$ cat src/rtl/wb_imem_loader.sv
// rtl/wb_imem_loader.sv - Wishbone initiator that packs a byte stream into the instruction SRAM
// and optionally verifies the image with a readback checksum.
module wb_imem_loader #(
    parameter int ADDR_W  = 8,
    parameter int TIMEOUT = 255,
    parameter bit VERIFY  = 1'b1
) (
    input  logic              wb_clk_i,
    input  logic              wb_rst_i,
    input  logic              start,
    input  logic [ADDR_W:0]   num_words,
    input  logic              s_valid,
    input  logic [7:0]        s_data,
    output logic              s_ready,
    output logic              wbm_cyc_o,
    output logic              wbm_stb_o,
    output logic              wbm_we_o,
    output logic [3:0]        wbm_sel_o,
    output logic [ADDR_W-1:0] wbm_adr_o,
    output logic [31:0]       wbm_dat_o,
    input  logic [31:0]       wbm_dat_i,
    input  logic              wbm_ack_i,
    output logic              busy,
    output logic              done,
    output logic              error,
    output logic [ADDR_W-1:0] err_addr
);
    localparam int TW = $clog2(TIMEOUT + 1);
    localparam logic [ADDR_W:0] ONE = (ADDR_W + 1)'(1);

    typedef enum logic [2:0] {
        S_IDLE    = 3'd0,
        S_COLLECT = 3'd1,
        S_WRITE   = 3'd2,
        S_READ    = 3'd3,
        S_DONE    = 3'd4,
        S_ERROR   = 3'd5
    } state_t;

    state_t            state_q, state_d;
    logic [ADDR_W:0]   num_q, num_d;
    logic [ADDR_W-1:0] adr_q, adr_d;
    logic [31:0]       word_q, word_d;
    logic [1:0]        idx_q, idx_d;
    logic [31:0]       wsum_q, wsum_d;
    logic [31:0]       rsum_q, rsum_d;
    logic [TW-1:0]     tmo_q, tmo_d;
    logic              stb_q, stb_d;
    logic              we_q, we_d;
    logic              s_ready_q, s_ready_d;
    logic              busy_q, busy_d;
    logic              done_q, done_d;
    logic              error_q, error_d;
    logic [ADDR_W-1:0] err_addr_q, err_addr_d;

    logic        last;
    logic        ack_ok;
    logic        tmo_hit;
    logic [31:0] rsum_next;

    always_comb begin
        state_d    = state_q;
        num_d      = num_q;
        adr_d      = adr_q;
        word_d     = word_q;
        idx_d      = idx_q;
        wsum_d     = wsum_q;
        rsum_d     = rsum_q;
        tmo_d      = tmo_q;
        stb_d      = stb_q;
        done_d     = done_q;
        error_d    = error_q;
        err_addr_d = err_addr_q;

        last      = ({1'b0, adr_q} == (num_q - ONE));
        ack_ok    = stb_q && wbm_ack_i;
        tmo_hit   = stb_q && !wbm_ack_i && (tmo_q == TW'(TIMEOUT - 1));
        rsum_next = rsum_q + wbm_dat_i;

        case (state_q)
            S_IDLE: begin
                if (start) begin
                    num_d      = num_words;
                    done_d     = 1'b0;
                    error_d    = 1'b0;
                    err_addr_d = '0;
                    adr_d      = '0;
                    wsum_d     = '0;
                    rsum_d     = '0;
                    idx_d      = '0;
                    if (num_words == '0) done_d = 1'b1;
                    else                 state_d = S_COLLECT;
                end
            end
            S_COLLECT: begin
                // Shift in from the top so byte k lands at [8k+7:8k] after four bytes.
                if (s_valid && s_ready_q) begin
                    word_d = {s_data, word_q[31:8]};
                    idx_d  = idx_q + 2'd1;
                    if (idx_q == 2'd3) begin
                        state_d = S_WRITE;
                        stb_d   = 1'b1;
                    end
                end
            end
            S_WRITE: begin
                if (ack_ok) begin
                    stb_d  = 1'b0;
                    wsum_d = wsum_q + word_q;
                    if (!last) begin
                        adr_d   = adr_q + ADDR_W'(1);
                        state_d = S_COLLECT;
                    end else if (VERIFY) begin
                        adr_d   = '0;
                        state_d = S_READ;
                    end else begin
                        state_d = S_DONE;
                        done_d  = 1'b1;
                    end
                end else if (tmo_hit) begin
                    stb_d      = 1'b0;
                    state_d    = S_ERROR;
                    error_d    = 1'b1;
                    err_addr_d = adr_q;
                end else begin
                    tmo_d = tmo_q + TW'(1);
                end
            end
            S_READ: begin
                // stb low here is the mandatory idle cycle between read transfers.
                if (!stb_q) begin
                    stb_d = 1'b1;
                end else if (ack_ok) begin
                    stb_d  = 1'b0;
                    rsum_d = rsum_next;
                    if (!last) begin
                        adr_d = adr_q + ADDR_W'(1);
                    end else if (rsum_next == wsum_q) begin
                        state_d = S_DONE;
                        done_d  = 1'b1;
                    end else begin
                        state_d    = S_ERROR;
                        error_d    = 1'b1;
                        err_addr_d = '0;
                    end
                end else if (tmo_hit) begin
                    stb_d      = 1'b0;
                    state_d    = S_ERROR;
                    error_d    = 1'b1;
                    err_addr_d = adr_q;
                end else begin
                    tmo_d = tmo_q + TW'(1);
                end
            end
            S_DONE:  state_d = S_IDLE;
            S_ERROR: state_d = S_IDLE;
            default: state_d = S_IDLE;
        endcase

        if (stb_d && !stb_q) tmo_d = '0;
        we_d      = stb_d && (state_d == S_WRITE);
        s_ready_d = (state_d == S_COLLECT);
        busy_d    = (state_d != S_IDLE);
    end

    always_ff @(posedge wb_clk_i or posedge wb_rst_i) begin
        if (wb_rst_i) begin
            state_q    <= S_IDLE;
            num_q      <= '0;
            adr_q      <= '0;
            word_q     <= '0;
            idx_q      <= '0;
            wsum_q     <= '0;
            rsum_q     <= '0;
            tmo_q      <= '0;
            stb_q      <= 1'b0;
            we_q       <= 1'b0;
            s_ready_q  <= 1'b0;
            busy_q     <= 1'b0;
            done_q     <= 1'b0;
            error_q    <= 1'b0;
            err_addr_q <= '0;
        end else begin
            state_q    <= state_d;
            num_q      <= num_d;
            adr_q      <= adr_d;
            word_q     <= word_d;
            idx_q      <= idx_d;
            wsum_q     <= wsum_d;
            rsum_q     <= rsum_d;
            tmo_q      <= tmo_d;
            stb_q      <= stb_d;
            we_q       <= we_d;
            s_ready_q  <= s_ready_d;
            busy_q     <= busy_d;
            done_q     <= done_d;
            error_q    <= error_d;
            err_addr_q <= err_addr_d;
        end
    end

    assign s_ready   = s_ready_q;
    assign wbm_cyc_o = stb_q;
    assign wbm_stb_o = stb_q;
    assign wbm_we_o  = we_q;
    assign wbm_sel_o = {4{stb_q}};
    assign wbm_adr_o = adr_q;
    assign wbm_dat_o = word_q;
    assign busy      = busy_q;
    assign done      = done_q;
    assign error     = error_q;
    assign err_addr  = err_addr_q;
endmodule

$ cat config.mk
export PLATFORM = sky130hd
export DESIGN_NAME = wb_imem_loader
export DESIGN_NICKNAME = d
export VERILOG_FILES = /design/src/rtl/wb_imem_loader.sv
export SDC_FILE = /design/constraint.sdc
export NUM_CORES = 1
export LEC_CHECK = 0
export ABC_AREA = 0
export CAP_MARGIN = 15
export CORE_ASPECT_RATIO = 1.2
export CORE_MARGIN = 10
export CORE_UTILIZATION = 42
export CTS_CLUSTER_SIZE = 10
export DETAILED_ROUTE_END_ITERATION = 16
export PLACE_DENSITY_LB_ADDON = 0.05
export SYNTH_ARGS = -nofsm -noshare
export SYNTH_HDL_FRONTEND = slang
export SYNTH_SLANG_ARGS = --single-unit
$ cat constraint.sdc
create_clock -name wb_clk_i -period 4.3 [get_ports wb_clk_i]
set_input_delay 0.86 -clock wb_clk_i [delete_from_list [all_inputs] [get_ports wb_clk_i]]
set_output_delay 0.86 -clock wb_clk_i [all_outputs]
set_load 0.01 [all_outputs]
# Word-level counts from Yosys, hierarchy flattened
# Cells that the tools add are included.
# W data, S select, Z words.
dict set report totals {
  ff_bits 140
  latch_bits 0
  ramBits 0
  mem_bits_ro 0
  inputBits 54
  out_inout_bits 59
  word_cells 130
  mem_count 0
}
dict set report op_classes {
  addsub 6
  n_mul 0
  div_mod_pow 0
  order_cmp 0
  eq_ne 21
  n_shift 0
  mux 63
  bitwise 0
  reduce_logical 25
}
# operator count
set op_table {}
lappend op_table {{$mux W32} 4}
lappend op_table {{$mux W8} 16}
lappend op_table {{$pmux W32 S2} 2}
lappend op_table {{$add A32 B32 Y32} 2}
lappend op_table {{$pmux W8 S3} 2}
lappend op_table {{$eq A32 B32 Y1} 1}
lappend op_table {{$mux W3} 9}
lappend op_table {{$mux W1} 21}
lappend op_table {{$ne A2 B2 Y1 const B} 9}
lappend op_table {{$reduce_and A6 Y1} 3}
lappend op_table {{$add A8 B1 Y8 const B} 2}
lappend op_table {{$pmux W8 S2} 1}
lappend op_table {{$pmux W3 S4} 1}
lappend op_table {{$eq A3 B2 Y1 const B} 3}
lappend op_table {{$eq A8 B9 Y1} 1}
lappend op_table {{$logic_not A9 Y1} 1}
lappend op_table {{$ne A3 B3 Y1 const B} 3}
lappend op_table {{$reduce_bool A3 Y1} 3}
lappend op_table {{$sub A9 B1 Y9 const B} 1}
lappend op_table {{$eq A8 B8 Y1 const B} 1}
lappend op_table {{$eq A3 B1 Y1 const B} 2}
lappend op_table {{$logic_and A1 B1 Y1} 6}
lappend op_table {{$mux W2} 3}
lappend op_table {{$pmux W1 S3} 2}
lappend op_table {{10 further kinds} 16}

# Depth between registers and ports, before layout
# Gate-level depths: netlist of the first run.
dict set report logic_depth {
  word_depth 10
  mapped_depth 14
}

# Worst setup path after synthesis of the first run
# OpenSTA, ideal clock, no wires.
dict set report synth_path {
  path_kind {input port to flip-flop}
  from {in wbm_dat_i[0]}
  to {reg error_q, in the netlist error}
  setup_time_ns 0.124
  arrival_ns 4.105
  t_required_ns 4.176
  path_slack_ns 0.071
  stages 14
  n_path_buf 0
  cell_sequence {ha_1 -> inv_1 -> fa_1 -> nand2b_1 -> a211oi_2 -> o21a_4 -> a211oi_4 -> o31a_2 -> xnor3_1 -> a2111o_1 -> or4_4 -> nor4_4 -> nor3_1 -> o31a_1}
}
dict set report synth_via {
  elab_chain_len 4
}
# item line
set synth_rtl {}
lappend synth_rtl {{start: declaration} 21} ;# input logic [31:0] wbm_dat_i,
lappend synth_rtl {{$add A32 B32 Y32} 78} ;# rsum_next = rsum_q + wbm_dat_i;
lappend synth_rtl {{$eq A32 B32 Y1} 138} ;# end else if (rsum_next == wsum_q) begin
lappend synth_rtl {{$ne A3 B3 Y1 (no source line)} --}
lappend synth_rtl {{$reduce_and A6 Y1 (no source line)} --}
lappend synth_rtl {{end signal: assignment} 197} ;# error_q <= error_d;
lappend synth_rtl {{end: declaration} 53} ;# logic error_q, error_d;
# Every way passes these cells.
# A chain may end at the register's enable or synchronous reset.

# Final worst setup path of the first run
dict set report layout_path {
  from {in wbm_dat_i[7]}
  to {reg err_addr_q[2], in the netlist err_addr[2]}
}
dict set report layout_via {
  elab_chain_len 4
}
# item line
set layout_rtl {}
lappend layout_rtl {{$add A32 B32 Y32} 78}
lappend layout_rtl {{$eq A32 B32 Y1} 138}
lappend layout_rtl {{$ne A3 B3 Y1 (no source line)} --}
lappend layout_rtl {{$reduce_and A6 Y1 (no source line)} --}
lappend layout_rtl {{end signal: assignment} 198} ;# err_addr_q <= err_addr_d;
lappend layout_rtl {{end: declaration} 54} ;# logic [ADDR_W-1:0] err_addr_q, err_addr_d;
# Every way passes these cells.

==> impl_results.rst, run 1 <==
.. list-table::
   :header-rows: 1

   * - Metric
     - Value
   * - Run status
     - completed
   * - Worst r2r dst
     - err_addr[2]
   * - Arr. time, crit path
     - 4.59 ns
   * - Routed wl met2
     - 16.0 mm
   * - Worst reg2reg startpoint
     - rsum_q[0]
   * - Fraction of synthesis flops using an asynchronous set or reset pin
     - 100%
   * - Post-detail-place hpwl
     - 22.8 mm
   * - Clock tree from TritonCTS
     - done
   * - Post-layout worst setup margin
     - 0.0704 ns
   * - Met3 wire len
     - 1.05 mm
   * - Initial antenna violation count
     - 0
   * - Setup-violating endpoint count in the final report
     - 0
   * - Leakage power summed over all cells
     - 0.00616 uW
   * - Number of cells traversed by the worst register-to-register path
     - 15
   * - Share of synthesized area spent on multiplexers
     - 5.07%
   * - Share of cells above drive strength 1
     - 20.0%
   * - Worst slack at placement
     - -0.608 ns
   * - Residual DRC count
     - 0
   * - Final cycle utilization of the critical path
     - 98.4%
   * - Via count of the first global-routing pass
     - 9366
   * - Number of warning messages in the yosys log
     - 0
   * - ANT cells
     - 0
   * - Cell with the biggest individual delay on the critical path
     - sky130_fd_sc_hd__or4_4
   * - Total I/O pin count
     - 113
   * - Top_reg_cell synth
     - sky130_fd_sc_hd__dfrtp_1
   * - Placement row count
     - 62
   * - CTS sink count
     - 140
   * - Category of the worst setup path capture point
     - register
   * - Maximum achievable frequency
     - 236 MHz
   * - Chip height
     - 190 um
   * - Hold Crit Endpoint
     - rsum_q[5]
   * - Relative area change from synthesis to final layout
     - 31.7%
   * - Adder and majority gate portion of the synthesized area
     - 8.70%
   * - Fill cell total of the finished layout
     - 2196
   * - Category of the most critical setup path
     - input pin to register
   * - Multi-input logic area
     - 6480 sq um
   * - Count of distinct cell types in the synthesized netlist
     - 76
   * - Maximum cell stage delay along the critical path
     - 0.58 ns
   * - Iteration-0 DRC Markers
     - 417
   * - Core box area
     - 23800 sq um
   * - Max-Cap Viols
     - 0
   * - Largest fanout on the critical path
     - 8
   * - Number of synthesized flops with an enable pin
     - 0
   * - Overall overflow remaining after global route
     - 0
   * - Wire length of the first global-routing pass
     - 48.7 mm
   * - Series of cell instances along the critical path
     - clkdlybuf4s50_1 -> ha_4 -> a211o_1 -> o211ai_1 -> nand3b_1 -> nor4_4 -> nor2_1 -> xnor3_1 -> or3_4 -> or4_4 -> nor4_4 -> a211oi_4 -> o21ai_1
   * - Number of instances in the synthesized netlist
     - 1096
   * - Critical Path Start Type
     - input pin
   * - Final setup TNS
     - 0 ns
   * - Post-synthesis compound-gate area fraction
     - 23.2%
   * - Number of pins exceeding their max-slew limit in the final report
     - 0
   * - Clk_skew
     - 0.0147 ns
   * - Area fraction in and, or, nand and nor cells after synthesis
     - 15.2%
   * - Routed length per instance
     - 18.4 um
   * - Width of the die
     - 162 um
   * - Pin count of the biggest net entering global routing
     - 141
   * - Insertion delay of the later-clocked pin in the worst-skew pair
     - 0.44 ns
   * - Number of synthesized register bits
     - 140
   * - Initial core utilization
     - 42.4%
   * - FF-to-FF setup slack
     - 0.47 ns
   * - Number of buffers created by CTS
     - 17
   * - Total count of hold-check failures in the final report
     - 0
   * - Routability congestion estimate
     - 0.907
   * - Final core utilization
     - 55.9%
   * - Post-Route WL
     - 30.3 mm
   * - Areal power density over the cells
     - 723 nW/um^2
   * - Sequential Area
     - 3500 sq um
   * - Average vias per placed instance
     - 5.52
   * - Transition time at the pin with the least slew margin
     - 0.873 ns
   * - Avg Synthesized Cell Area
     - 9.22 sq um
   * - WL met1
     - 12.5 mm
   * - Combined global-route utilization of all metal layers
     - 19.7%
   * - Highest metal layer with signal wires
     - met4
   * - Synthesized netlist net count
     - 1219
   * - CTS HTree Levels
     - 4
   * - Number of nets with antenna violations after detailed routing
     - 0
   * - Vias post-DR
     - 9072
   * - Drt pass-1 iters
     - 5
   * - Headroom to the max-slew limit
     - 41.4%
   * - Post-synthesis cell area
     - 10100 sq um
   * - Worst-case clock buffer depth
     - 2
   * - Sequential share of the synthesized area
     - 34.7%
   * - Worst Hold Launch
     - rsum_q[5]
   * - Classification of the worst-slack hold path
     - register to register
   * - Clock edge transition at the registers on the reported setup and hold paths
     - 0.07 ns
   * - Largest family of logic cells by synthesized area
     - compound AO/OA/AOI/OAI gates
   * - Cell depth of the worst hold path
     - 2
   * - Die Footprint
     - 30700 sq um
   * - # nets final
     - 1433
   * - Endpoint required time on the critical path
     - 4.66 ns
   * - Area share of xor/xnor cells in the synthesized design
     - 9.56%
   * - Maximum vdd ir drop
     - 0.329 mV
   * - Number of buffers inserted by port buffering
     - 112
   * - Library cell appearing most often on the critical path
     - sky130_fd_sc_hd__nor4_4
   * - Buffer type at the clock tree root
     - sky130_fd_sc_hd__clkbuf_16
   * - Final Critical Period
     - 4.23 ns
==> cell type report <==
type                       count  area share [%]
sequential                   140            26.3
timing repair buffer         253            16.6
multi-input combinational    866            48.7
tap                          320            3.01
inverter                      32           0.931
clock buffer                  18            3.23
clock inverter                14            1.25
==> per-layer routing <==
| layer | vias to the layer above | GRT usage (%) |
|---|---|---|
| met2 | 168 | 36.3 |
| met1 | 4402 | 22.3 |
| li1 | 4458 | - |
| met3 | 44 | 3.98 |
| met5 | - | 0 |
| met4 | 0 | 6.03 |
==> what timing repair did <==
| item | CTS | global route |
|---|---|---|
| setup endpoints to repair | 11 | 11 |
| hold buffers | 0 | 0 |
| buffers inserted | 1 | 4 |
| gates resized for setup | 7 | 42 |
| pin swaps | 3 | 24 |
==> cells by family after synthesis <==
| family | Yosys count |
|---|---|
| compound gates | 348 |
| simple gates | 307 |
| flops | 140 |
| xor+xnor | 96 |
| buf+inv | 90 |
| fa+ha+maj | 69 |
| mux | 46 |
==> power by group <==
part	switching, uW	internal (uW)	leakage (uW)
clock	710	834	0.000294
combinational	2750	2930	0.00403
sequential	595	1800	0.00184
==> Yosys cell counts, types with 4 or more instances <==
master	number	area, sq um
sky130_fd_sc_hd__a22oi_1	11	82.6
sky130_fd_sc_hd__nor3_1	20	100
sky130_fd_sc_hd__and3_1	11	68.8
sky130_fd_sc_hd__o21ai_0	82	410
sky130_fd_sc_hd__a211o_1	7	61.3
sky130_fd_sc_hd__o21bai_1	12	90.1
sky130_fd_sc_hd__nor2b_1	8	50.1
sky130_fd_sc_hd__dfrtp_1	140	3500
sky130_fd_sc_hd__ha_1	67	838
sky130_fd_sc_hd__nand4_1	13	81.3
sky130_fd_sc_hd__o21ai_1	9	45.0
sky130_fd_sc_hd__or3_1	11	68.8
sky130_fd_sc_hd__xnor3_1	8	180
sky130_fd_sc_hd__mux2_2	41	462
sky130_fd_sc_hd__nand3_1	16	80.1
sky130_fd_sc_hd__mux2i_1	5	50.1
sky130_fd_sc_hd__and2_1	6	37.5
sky130_fd_sc_hd__a41oi_1	4	35.0
sky130_fd_sc_hd__a32o_1	4	40.0
sky130_fd_sc_hd__o211ai_1	4	30.0
sky130_fd_sc_hd__o21a_1	7	52.6
sky130_fd_sc_hd__xnor2_1	56	490
sky130_fd_sc_hd__clkbuf_1	45	169
sky130_fd_sc_hd__or2_2	5	31.3
sky130_fd_sc_hd__a211oi_1	6	45.0
sky130_fd_sc_hd__xor2_1	31	272
sky130_fd_sc_hd__a22o_1	37	324
sky130_fd_sc_hd__nor4b_1	5	43.8
sky130_fd_sc_hd__a2111oi_0	5	43.8
sky130_fd_sc_hd__a21oi_1	72	360
sky130_fd_sc_hd__nor4_1	8	50.1
sky130_fd_sc_hd__o31ai_1	7	52.6
sky130_fd_sc_hd__inv_1	32	120
sky130_fd_sc_hd__o2111ai_1	4	35.0
sky130_fd_sc_hd__buf_2	7	35.0
sky130_fd_sc_hd__nand2b_1	18	113
sky130_fd_sc_hd__nand2_1	94	353
sky130_fd_sc_hd__a21o_1	32	240
sky130_fd_sc_hd__buf_4	5	37.5
sky130_fd_sc_hd__a31oi_1	15	93.8
sky130_fd_sc_hd__nor2_1	74	278
==> through the flow <==
step,total power [uW],std cells,area (sq um),hold slack (ns)
finish,9620,1643,13300,0.485
global route,10300,1643,13300,0.513
CTS,9520,1639,13100,0.490
detailed placement,7890,1606,12400,0.475
global placement,7860,1606,12400,0.468
floorplan,5710,1096,10100,0.454
==> how the worst max path moves through the flow <==
| stage | start | cells past startpoint | slack (ns) | end |
|---|---|---|---|---|
| 3_3_place_gp | wbm_dat_i[0] | 17 | -0.56 | err_addr[1] |
| 5_1_grt | wbm_dat_i[7] | 13 | -0.01 | err_addr[5] |
| 3_5_place_dp | wbm_dat_i[0] | 15 | -0.61 | err_addr[5] |
| 2_1_floorplan | wbm_dat_i[0] | 14 | 0.07 | error |
| 4_1_cts | wbm_dat_i[0] | 15 | 0.004 | err_addr[5] |
| 6_report | wbm_dat_i[7] | 13 | 0.07 | err_addr[2] |
==> worst max-delay path: cells and delay by family <==
kind | cells | cell delay (ns)
AND/OR/NAND/NOR | 6 | 1.81
AO/OA/AOI/OAI | 4 | 0.92
buffers and inverters | 1 | 0.51
XOR/XNOR | 1 | 0.27
adder cells (fa/ha/maj) | 1 | 0.22
==> flip-flops by register name, summed over array words and instances (netlist names), 2 cells and up <==
signal and cells:
num_q 9, wbm_adr_o 8, wsum_q 32, state_q 3
tmo_q 8, wbm_dat_o 32, err_addr 8, rsum_q 32
idx_q 2
==> cell usage in the layout, fill, tap and decap left out, types with 37 or more instances in the layout <==
cell / count
sky130_fd_sc_hd__a21oi_1: 71
sky130_fd_sc_hd__a22o_1: 37
sky130_fd_sc_hd__buf_4: 140
sky130_fd_sc_hd__clkdlybuf4s50_1: 107
sky130_fd_sc_hd__dfrtp_1: 140
sky130_fd_sc_hd__ha_1: 59
sky130_fd_sc_hd__mux2_2: 41
sky130_fd_sc_hd__nand2_1: 94
sky130_fd_sc_hd__nor2_1: 72
sky130_fd_sc_hd__o21ai_0: 79
sky130_fd_sc_hd__xnor2_1: 52
No activity file was read; power rests on OpenSTA's default activity.
==> run 2: changes to the inputs <==
CORE_MARGIN = unset   (was 10)
==> run 2 against run 1 <==
Via count increased by 1.4%. Global-route usage rose by 5.1 points. Fmax grew 0.85%. Flip-flop and latch count is the same. First-iteration DRC count is 23% higher. Clock power about the same. Clock skew down 0.0036 ns. Core utilization up 1.2 points. Power is 0.29% higher. Register-to-register slack about the same. Combinational power about the same. Largest power group unchanged.
==> impl_results.rst, run 2 (synthesized netlist as in run 1, its figures left out) <==
.. list-table::
   :header-rows: 1

   * - Metric
     - Value
   * - Critical Path Start Type
     - input pin
   * - Combined global-route utilization of all metal layers
     - 24.8%
   * - Post-layout worst setup margin
     - 0.106 ns
   * - Chip height
     - 172 um
   * - Number of buffers created by CTS
     - 17
   * - Category of the worst setup path capture point
     - register
   * - Core box area
     - 23400 sq um
   * - Number of nets with antenna violations after detailed routing
     - 0
   * - Smallest hold slack
     - 0.491 ns
   * - Width of the die
     - 144 um
   * - Final setup TNS
     - 0 ns
   * - Routed length per instance
     - 17.9 um
   * - Buffer type at the clock tree root
     - sky130_fd_sc_hd__clkbuf_16
   * - Iteration-0 DRC Markers
     - 512
   * - Number of buffers inserted by port buffering
     - 112
   * - Clk_skew
     - 0.0110 ns
   * - Largest fanout on the critical path
     - 4
   * - Vias post-DR
     - 9202
   * - Worst-case clock buffer depth
     - 2
   * - Leakage power summed over all cells
     - 0.00616 uW
   * - Run status
     - completed
   * - Pin count of the biggest net entering global routing
     - 51
   * - Arr. time, crit path
     - 4.52 ns
   * - # nets final
     - 1440
   * - ANT cells
     - 0
   * - Overall power
     - 9640 uW
   * - Worst slack at placement
     - -0.651 ns
   * - Max-Cap Viols
     - 0
   * - Insertion delay of the later-clocked pin in the worst-skew pair
     - 0.43 ns
   * - Category of the most critical setup path
     - input pin to register
   * - Placement row count
     - 61
   * - Die Footprint
     - 24700 sq um
   * - Average vias per placed instance
     - 5.59
   * - Most used cells in the layout excluding fill and tap cells
     - 144 x sky130_fd_sc_hd__buf_4, 140 x sky130_fd_sc_hd__dfrtp_1, 111 x sky130_fd_sc_hd__clkdlybuf4s50_1
   * - Residual DRC count
     - 0
   * - Total I/O pin count
     - 113
   * - Post-Route WL
     - 29.5 mm
   * - Transition time at the pin with the least slew margin
     - 0.982 ns
   * - Total count of hold-check failures in the final report
     - 0
   * - Number of pins exceeding their max-slew limit in the final report
     - 0
   * - Classification of the worst-slack hold path
     - register to register
   * - Overall overflow remaining after global route
     - 0
   * - Headroom to the max-slew limit
     - 34.4%
   * - Via count of the first global-routing pass
     - 9089
   * - Worst reg2reg startpoint
     - rsum_q[0]
   * - Most common library cell in the layout ignoring fill and taps
     - sky130_fd_sc_hd__buf_4
   * - Setup-violating endpoint count in the final report
     - 0
   * - Clock tree from TritonCTS
     - done
   * - Areal power density over the cells
     - 723 nW/um^2
   * - Setup crit start
     - wbm_dat_i[7]
   * - Relative area change from synthesis to final layout
     - 32.0%
   * - Maximum vdd ir drop
     - 0.358 mV
   * - Endpoint required time on the critical path
     - 4.62 ns
   * - Final Critical Period
     - 4.19 ns
   * - Clock edge transition at the registers on the reported setup and hold paths
     - 0.07 ns
   * - Final cycle utilization of the critical path
     - 97.5%
   * - Worst Hold Launch
     - rsum_q[8]
   * - Maximum achievable frequency
     - 238 MHz
   * - Wire length of the first global-routing pass
     - 47.2 mm
   * - CTS HTree Levels
     - 4
   * - Final core utilization
     - 57.1%
   * - Share of cells above drive strength 1
     - 20.9%
   * - Post-detail-place hpwl
     - 22.0 mm
   * - CTS sink count
     - 140
   * - Routability congestion estimate
     - 0.892
   * - Drt pass-1 iters
     - 8
   * - Initial core utilization
     - 43.2%
   * - Initial antenna violation count
     - 0
-- run 2: metrics by stage --
stage | std cells | instance area [sq um]
after detailed placement | 1608 | 12500
after CTS | 1640 | 13100
final | 1645 | 13300
after global placement | 1608 | 12500
after global routing | 1645 | 13300
after floorplan | 1096 | 10100
-- run 2: worst max-delay path: stages --
cell	delay, ns
sky130_fd_sc_hd__clkdlybuf4s50_1	0.40
sky130_fd_sc_hd__ha_2	0.22
sky130_fd_sc_hd__or4_4	0.57
sky130_fd_sc_hd__o21a_4	0.25
sky130_fd_sc_hd__a211oi_4	0.30
sky130_fd_sc_hd__o21a_1	0.19
sky130_fd_sc_hd__buf_6	0.10
sky130_fd_sc_hd__xnor3_1	0.22
sky130_fd_sc_hd__nor4b_2	0.32
sky130_fd_sc_hd__nand4_1	0.24
sky130_fd_sc_hd__buf_4	0.21
sky130_fd_sc_hd__nor4_4	0.26
sky130_fd_sc_hd__nor3_1	0.08
sky130_fd_sc_hd__o31a_1	0.28
-- run 2: final timing paths --
path                                 end  slack, ns  cells after the start
min in group asynchronous  wbm_dat_o[29]       0.98                      2
hold / removal                 rsum_q[8]       0.49                      2
setup / recovery                   error       0.11                     14
setup reg to reg                   error       0.46                     17
max in group asynchronous     rsum_q[17]       2.53                      3
hold reg to reg                rsum_q[8]       0.49                      2
-- run 2: report_power, final --
group          switching [uW]  leakage [uW]  internal, uW
Clock                     713      0.000294           832
Sequential                588       0.00184          1800
Combinational            2780       0.00403          2940
Total                    4080       0.00616          5570
-- run 2: what timing repair did --
item                                    4_1_cts  5_1_grt
pin swaps                                     2       26
endpoints found under the setup margin       11       11
cloned                                        0        0
gates resized for setup                       8       41
hold buffers                                  0        0
setup buffers                                 0        5
-- run 2: cell type report --
type | count | area, sq um
Sequential cell | 140 | 3500
Multi-Input combinational cell | 866 | 6440
Clock inverter | 15 | 175
Fill cell | 2176 | 10000
Tap cell | 315 | 394
Clock buffer | 17 | 425
Timing Repair Buffer | 260 | 2270
Inverter | 32 | 124
-- run 2: routing by layer --
layer	vias up	part of all wire (%)	global-route usage (%)
li1	4484	-	-
met1	4507	42	28.8
met2	164	53	45.9
met3	47	2.9	3.52
met4	0	2.7	8.88
met5	-	0	0
